===== src/rtl/program_loader_if.sv =====
// Byte-stream input and i-cache write/status bundle for the program loader.
// The slave side is the loader; the master side is the stream source and CPU/i-cache.
interface program_loader_if;
    logic [7:0]  byte_in;
    logic        byte_valid;
    logic        byte_ready;
    logic        download_program;
    logic [31:0] instruction_index;
    logic [15:0] program_in;
    logic        busy;
    logic        error;
    logic [15:0] words_loaded;

    modport master (
        output byte_in, byte_valid,
        input  byte_ready, download_program, instruction_index, program_in,
               busy, error, words_loaded
    );

    modport slave (
        input  byte_in, byte_valid,
        output byte_ready, download_program, instruction_index, program_in,
               busy, error, words_loaded
    );
endinterface


===== src/rtl/program_loader.sv =====
// Loads a length-prefixed, XOR-checksummed halfword program from a byte stream into the
// i-cache, holding the CPU until the whole image has been received and verified.
module program_loader #(
    parameter int unsigned MAX_WORDS      = 1024,
    parameter int unsigned TIMEOUT_CYCLES = 1000000,
    parameter logic [7:0]  START_BYTE     = 8'hA5
) (
    input logic              clk,
    input logic              reset_n,
    program_loader_if.slave  bus
);

    localparam logic [3:0] StIdle   = 4'd0;
    localparam logic [3:0] StLenLo  = 4'd1;
    localparam logic [3:0] StLenHi  = 4'd2;
    localparam logic [3:0] StDataHi = 4'd3;
    localparam logic [3:0] StDataLo = 4'd4;
    localparam logic [3:0] StWrite  = 4'd5;
    localparam logic [3:0] StCheck  = 4'd6;
    localparam logic [3:0] StRun    = 4'd7;
    localparam logic [3:0] StError  = 4'd8;

    logic [3:0]  state_q, state_d;
    logic [15:0] len_q, len_d;
    logic [7:0]  hi_q, hi_d;
    logic [7:0]  lo_q, lo_d;
    logic [7:0]  csum_q, csum_d;
    logic [15:0] cnt_q, cnt_d;
    logic [31:0] tmo_q, tmo_d;
    logic [31:0] idx_q, idx_d;
    logic [15:0] data_q, data_d;
    logic [15:0] wl_q, wl_d;

    logic        accept;
    logic        busy_w;
    logic        tmo_hit;
    logic [15:0] len_full;

    assign busy_w   = (state_q >= StLenLo) && (state_q <= StCheck);
    assign accept   = bus.byte_valid && (state_q != StWrite);
    assign tmo_hit  = busy_w && !accept && (tmo_q >= TIMEOUT_CYCLES - 32'd1);
    assign len_full = {bus.byte_in, len_q[7:0]};

    always_comb begin
        state_d = state_q;
        len_d   = len_q;
        hi_d    = hi_q;
        lo_d    = lo_q;
        csum_d  = csum_q;
        cnt_d   = cnt_q;
        idx_d   = idx_q;
        data_d  = data_q;
        wl_d    = wl_q;
        tmo_d   = tmo_q;

        if (accept) begin
            tmo_d = 32'd0;
        end else if (busy_w) begin
            tmo_d = tmo_q + 32'd1;
        end

        case (state_q)
            StIdle, StRun, StError: begin
                // Index and data are cleared together so the i-cache never sees a mixed pair.
                if (accept && (bus.byte_in == START_BYTE)) begin
                    state_d = StLenLo;
                    csum_d  = 8'd0;
                    cnt_d   = 16'd0;
                    idx_d   = 32'd0;
                    data_d  = 16'd0;
                    tmo_d   = 32'd0;
                end
            end
            StLenLo: begin
                if (accept) begin
                    len_d[7:0] = bus.byte_in;
                    state_d    = StLenHi;
                end
            end
            StLenHi: begin
                if (accept) begin
                    len_d = len_full;
                    if ((len_full == 16'd0) || ({16'd0, len_full} > MAX_WORDS)) begin
                        state_d = StError;
                    end else begin
                        state_d = StDataHi;
                    end
                end
            end
            StDataHi: begin
                if (accept) begin
                    hi_d    = bus.byte_in;
                    csum_d  = csum_q ^ bus.byte_in;
                    state_d = StDataLo;
                end
            end
            StDataLo: begin
                if (accept) begin
                    lo_d    = bus.byte_in;
                    csum_d  = csum_q ^ bus.byte_in;
                    state_d = StWrite;
                end
            end
            StWrite: begin
                data_d = {hi_q, lo_q};
                idx_d  = {16'd0, cnt_q};
                cnt_d  = cnt_q + 16'd1;
                if (cnt_q + 16'd1 == len_q) begin
                    state_d = StCheck;
                end else begin
                    state_d = StDataHi;
                end
            end
            StCheck: begin
                if (accept) begin
                    if (bus.byte_in == csum_q) begin
                        state_d = StRun;
                        wl_d    = len_q;
                    end else begin
                        state_d = StError;
                    end
                end
            end
            default: state_d = StIdle;
        endcase

        if (tmo_hit) begin
            state_d = StError;
        end
    end

    always_ff @(posedge clk or negedge reset_n) begin
        if (!reset_n) begin
            state_q <= StIdle;
            len_q   <= 16'd0;
            hi_q    <= 8'd0;
            lo_q    <= 8'd0;
            csum_q  <= 8'd0;
            cnt_q   <= 16'd0;
            tmo_q   <= 32'd0;
            idx_q   <= 32'd0;
            data_q  <= 16'd0;
            wl_q    <= 16'd0;
        end else begin
            state_q <= state_d;
            len_q   <= len_d;
            hi_q    <= hi_d;
            lo_q    <= lo_d;
            csum_q  <= csum_d;
            cnt_q   <= cnt_d;
            tmo_q   <= tmo_d;
            idx_q   <= idx_d;
            data_q  <= data_d;
            wl_q    <= wl_d;
        end
    end

    assign bus.byte_ready        = (state_q != StWrite);
    assign bus.download_program  = (state_q != StRun);
    assign bus.busy              = busy_w;
    assign bus.error             = (state_q == StError);
    assign bus.instruction_index = idx_q;
    assign bus.program_in        = data_q;
    assign bus.words_loaded      = wl_q;

endmodule


===== src/flat_wrapper.sv =====
// flat-port wrapper written by rule: the top's interface ports become plain ports
module program_loader_flat 
#(
    parameter int unsigned MAX_WORDS      = 1024,
    parameter int unsigned TIMEOUT_CYCLES = 1000000,
    parameter logic [7:0]  START_BYTE     = 8'hA5
)
  (clk, reset_n, bus_byte_in, bus_byte_valid, bus_byte_ready, bus_download_program, bus_instruction_index, bus_program_in, bus_busy, bus_error, bus_words_loaded);
  program_loader_if bus_i ();
  input logic clk;
  input logic reset_n;
  input wire logic [$bits(bus_i.byte_in)-1:0] bus_byte_in;
  input wire logic [$bits(bus_i.byte_valid)-1:0] bus_byte_valid;
  output wire logic [$bits(bus_i.byte_ready)-1:0] bus_byte_ready;
  output wire logic [$bits(bus_i.download_program)-1:0] bus_download_program;
  output wire logic [$bits(bus_i.instruction_index)-1:0] bus_instruction_index;
  output wire logic [$bits(bus_i.program_in)-1:0] bus_program_in;
  output wire logic [$bits(bus_i.busy)-1:0] bus_busy;
  output wire logic [$bits(bus_i.error)-1:0] bus_error;
  output wire logic [$bits(bus_i.words_loaded)-1:0] bus_words_loaded;
  assign bus_i.byte_in = bus_byte_in;
  assign bus_i.byte_valid = bus_byte_valid;
  assign bus_byte_ready = bus_i.byte_ready;
  assign bus_download_program = bus_i.download_program;
  assign bus_instruction_index = bus_i.instruction_index;
  assign bus_program_in = bus_i.program_in;
  assign bus_busy = bus_i.busy;
  assign bus_error = bus_i.error;
  assign bus_words_loaded = bus_i.words_loaded;
  program_loader #(.MAX_WORDS(MAX_WORDS), .TIMEOUT_CYCLES(TIMEOUT_CYCLES), .START_BYTE(START_BYTE)) u_core (.clk(clk), .reset_n(reset_n), .bus(bus_i));
endmodule

===== config.mk =====
export PLATFORM = sky130hd
export DESIGN_NAME = program_loader_flat
export DESIGN_NICKNAME = d
export VERILOG_FILES = /design/src/rtl/program_loader_if.sv /design/src/rtl/program_loader.sv /design/src/flat_wrapper.sv
export SDC_FILE = /design/constraint.sdc
export NUM_CORES = 1
export LEC_CHECK = 0
export CORE_MARGIN = 1.5
export CORE_UTILIZATION = 57
export DETAILED_ROUTE_END_ITERATION = 10
export PLACE_DENSITY = 0.78
export SLEW_MARGIN = 20
export SYNTH_ARGS = -nofsm -noshare
export SYNTH_HDL_FRONTEND = slang
export SYNTH_SLANG_ARGS = --single-unit

===== constraint.sdc =====
create_clock -name clk -period 2.65 [get_ports clk]
set_clock_uncertainty 0.1 [all_clocks]
set_input_delay 0.6625 -clock clk [delete_from_list [all_inputs] [get_ports clk]]
set_output_delay 0.6625 -clock clk [all_outputs]
set_load 0.02 [all_outputs]

==> results.sh <==
export IMPL_worst_path_max_fanout=11
export IMPL_synth_edff_count=0
export IMPL_netlist_area_leader_share=0.5001
export IMPL_timing_worst_slew_pin_value_ns=0.7577
export IMPL_critPathKind="register to primary output"
export IMPL_timing_final_max_slew_violations=0
export IMPL_dominant_register_cell_in_the_synthesized_netlist="dfrtp_1"
export IMPL_worstSkewPairLatency_ns=0.43
export IMPL_wl_per_cell_um=18.49
export IMPL_routed_via_density=6.028
export IMPL_critical_path_max_stage_delay_ns=0.51
export IMPL_layout_min_cycle_time_ns=2.544
export IMPL_core_area_um2=12010
export IMPL_ys_seq_elements=140
export IMPL_async_flop_share=1.000
export IMPL_overall_die_width_um=113.9
export IMPL_run_status="complete, no violations"
export IMPL_synthesized_area_um2=7005
export IMPL_power_density_cell_area_nw_per_um2=1061
export IMPL_place_detailed_hpwl_mm=11.56
export IMPL_arrival_ns=1.78
export IMPL_irDropWorstVdd_mv=0.6853
export IMPL_finalHoldViolCount=0
export IMPL_post_synth_inst_count=668
export IMPL_worstHoldPathType="input port to async pin"
export IMPL_synth_seq_area_share=0.5001
export IMPL_yosys_warnings=0
export IMPL_cts_root_buf="clkbuf_16"
export IMPL_grt_pass1_wl_mm=28.17
export IMPL_fin_cells=920
export IMPL_setup_slack_ns=0.1061
export IMPL_maxCapViolations=0
export IMPL_critical_path_startpoint_type="register"
export IMPL_number_of_global_route_vias_before_repair=5605
export IMPL_post_route_cells_drive_above_1_share=0.2044
export IMPL_total_leakage_power_nw=3.790
export IMPL_layout_cells_most_common_list="dfrtp_1, clkdlybuf4s50_1, buf_4, nor2_1, nand2_1"
export IMPL_synth_top_area_cell="dfrtp_1"
export IMPL_clk_transition_reported_paths_ns=0.06
export IMPL_hold_ws_ns=0.06100
export IMPL_placement_io_buffers=62
export IMPL_relSlewSlack=0.4937
export IMPL_critical_path_buf_inv_count=1
export IMPL_io_count=79
export IMPL_max_freq_mhz=393.1
export IMPL_path_cells="a31o_4 -> nor2_1 -> dlygate4sd2_1"
export IMPL_vias=5546
export IMPL_grt_total_usage=0.2797
export IMPL_preCtsSetupSlack_ns=-0.4902
export IMPL_worst_path_max_delay_cell="dfrtp_2"
export IMPL_fp_dieArea_um2=12960
export IMPL_period_utilization_post_route=0.9600
export IMPL_rsz0062_at_grt="false"
export IMPL_drc_errors=0
export IMPL_synth_cell_types=62
export IMPL_route_antenna_remaining_nets=0
export IMPL_antenna_found_initial=0
export IMPL_gpl_final_weighted_congestion=0.8589
export IMPL_end_kind="primary output"
export IMPL_ctsHtreeMaxLevel=4
export IMPL_synth_top_cells_by_area="dfrtp_1, mux2_2, xnor2_1, a22o_1, o21ai_0"
export IMPL_placedCellCount=886
export IMPL_finalSetupViolations=0
export IMPL_cts_max_path_buffers=2
export IMPL_clock_tree_from_tritoncts="yes"
export IMPL_cpLargestDelayFamily="flip-flops"
export IMPL_cp_data_required_time_ns=1.89
export IMPL_globalRouteOverflowTotal=0
export IMPL_layout_nets=773
export IMPL_chipHeight_um=113.9
export IMPL_syn_area_per_cell_um2=10.49
export IMPL_regToRegSetupSlack_ns=0.19
export IMPL_firstDrtPassIters=5
export IMPL_maximum_number_of_pins_on_one_net_before_global_route_repair=49
export IMPL_drt_first_iter_violations=343
export IMPL_cts_buf_count=17
export IMPL_totalPowerFinal_w=0.009143
export IMPL_synthToLayoutAreaGrowth_pct=22.95
export IMPL_initial_utilization=0.5832
export IMPL_wl_mm=17.01
export IMPL_sink_count_of_the_clock_tree=140
export IMPL_antenna_cells=0
export IMPL_layout_commonest_cell="dfrtp_1"
export IMPL_placementRows=40
cells in the mapped netlist (12+ instances only):
cell type and count:
clkbuf_1 30, a22o_1 31, o21ai_0 43, nand2_1 44, inv_1 14, mux2_2 42
xor2_1 23, buf_4 17, a31oi_1 12, a21oi_1 21, nor2_1 49, nand3_1 19
xnor2_1 32, dfrtp_1 140
power breakdown:
| group | total [W] | switching (W) | internal, W |
|---|---|---|---|
| Clock | 0.00220 | 0.000945 | 0.00125 |
| Sequential | 0.00354 | 0.000731 | 0.00281 |
| Combinational | 0.00341 | 0.00179 | 0.00162 |
| Total | 0.00914 | 0.00346 | 0.00568 |
final timing paths:
check / from / end / cells after the start
min in group clk: u_core.bus.instruction_index[12] / u_core.bus.instruction_index[12] / 2
worst max register to register: u_core.cnt_q[1] / u_core.state_q[0] / 7
worst max-delay path: u_core.state_q[0] / bus_busy / 3
worst min-delay path: reset_n / u_core.bus.instruction_index[9] / 1
max in group asynchronous: reset_n / u_core.tmo_q[15] / 2
worst min register to register: u_core.bus.instruction_index[12] / u_core.bus.instruction_index[12] / 2
sequential cells by signal (all words and copies together), names as in the netlist:
name                          flops
u_core.tmo_q                     32
u_core.bus.instruction_index     16
u_core.bus.program_in            16
u_core.bus.words_loaded          16
u_core.cnt_q                     16
u_core.len_q                     16
u_core.csum_q                     8
u_core.hi_q                       8
u_core.lo_q                       8
u_core.state_q                    4
routing by layer:
layer,vias to the layer above,GRT usage,wire length [um]
li1,2549,-,-
met1,2786,0.3673,7506
met2,173,0.4462,8106
met3,38,0.06748,905
met4,0,0.1200,493
met5,-,0,0
through the flow:
stage	util	cell area [um^2]	setup TNS [ns]
final	0.7171	8613	0
after global placement	0.6659	7999	-17.74
after global routing	0.7171	8613	0
after floorplan	-	7062	0
after CTS	0.7117	8548	0
after detailed placement	0.6659	7999	-23.00
cell type report:
| cell class | instances | area [um^2] |
|---|---|---|
| Clock inverter | 12 | 91.34 |
| Tap cell | 147 | 183.9 |
| Fill cell | 879 | 3398 |
| Sequential cell | 140 | 3505 |
| Clock buffer | 20 | 456.7 |
| Inverter | 15 | 56.30 |
| Timing Repair Buffer | 116 | 1049 |
| Multi-Input combinational cell | 470 | 3272 |
what timing repair did:
item                       CTS  global route
hold buffers                 0             0
setup endpoints to repair   15            25
resized for setup            7             9
cloned                       0             1
buffers inserted             0             1
pin swaps                    1             3
cell families (layout without fill, tap and decap cells):
kind of cell / after synthesis / count (layout) / share of synthesized area
AND/OR/NAND/NOR: 213 / 214 / 0.1729
AO/OA/AOI/OAI: 141 / 141 / 0.1350
flip-flops: 140 / 140 / 0.5001
buffers and inverters: 74 / 163 / 0.05162
XOR/XNOR: 55 / 55 / 0.06876
multiplexers: 42 / 42 / 0.06751
adder cells (fa/ha/maj): 2 / 2 / 0.003571
other: 1 / 16 / 0.0005353
(Power assumes the default switching activity.)
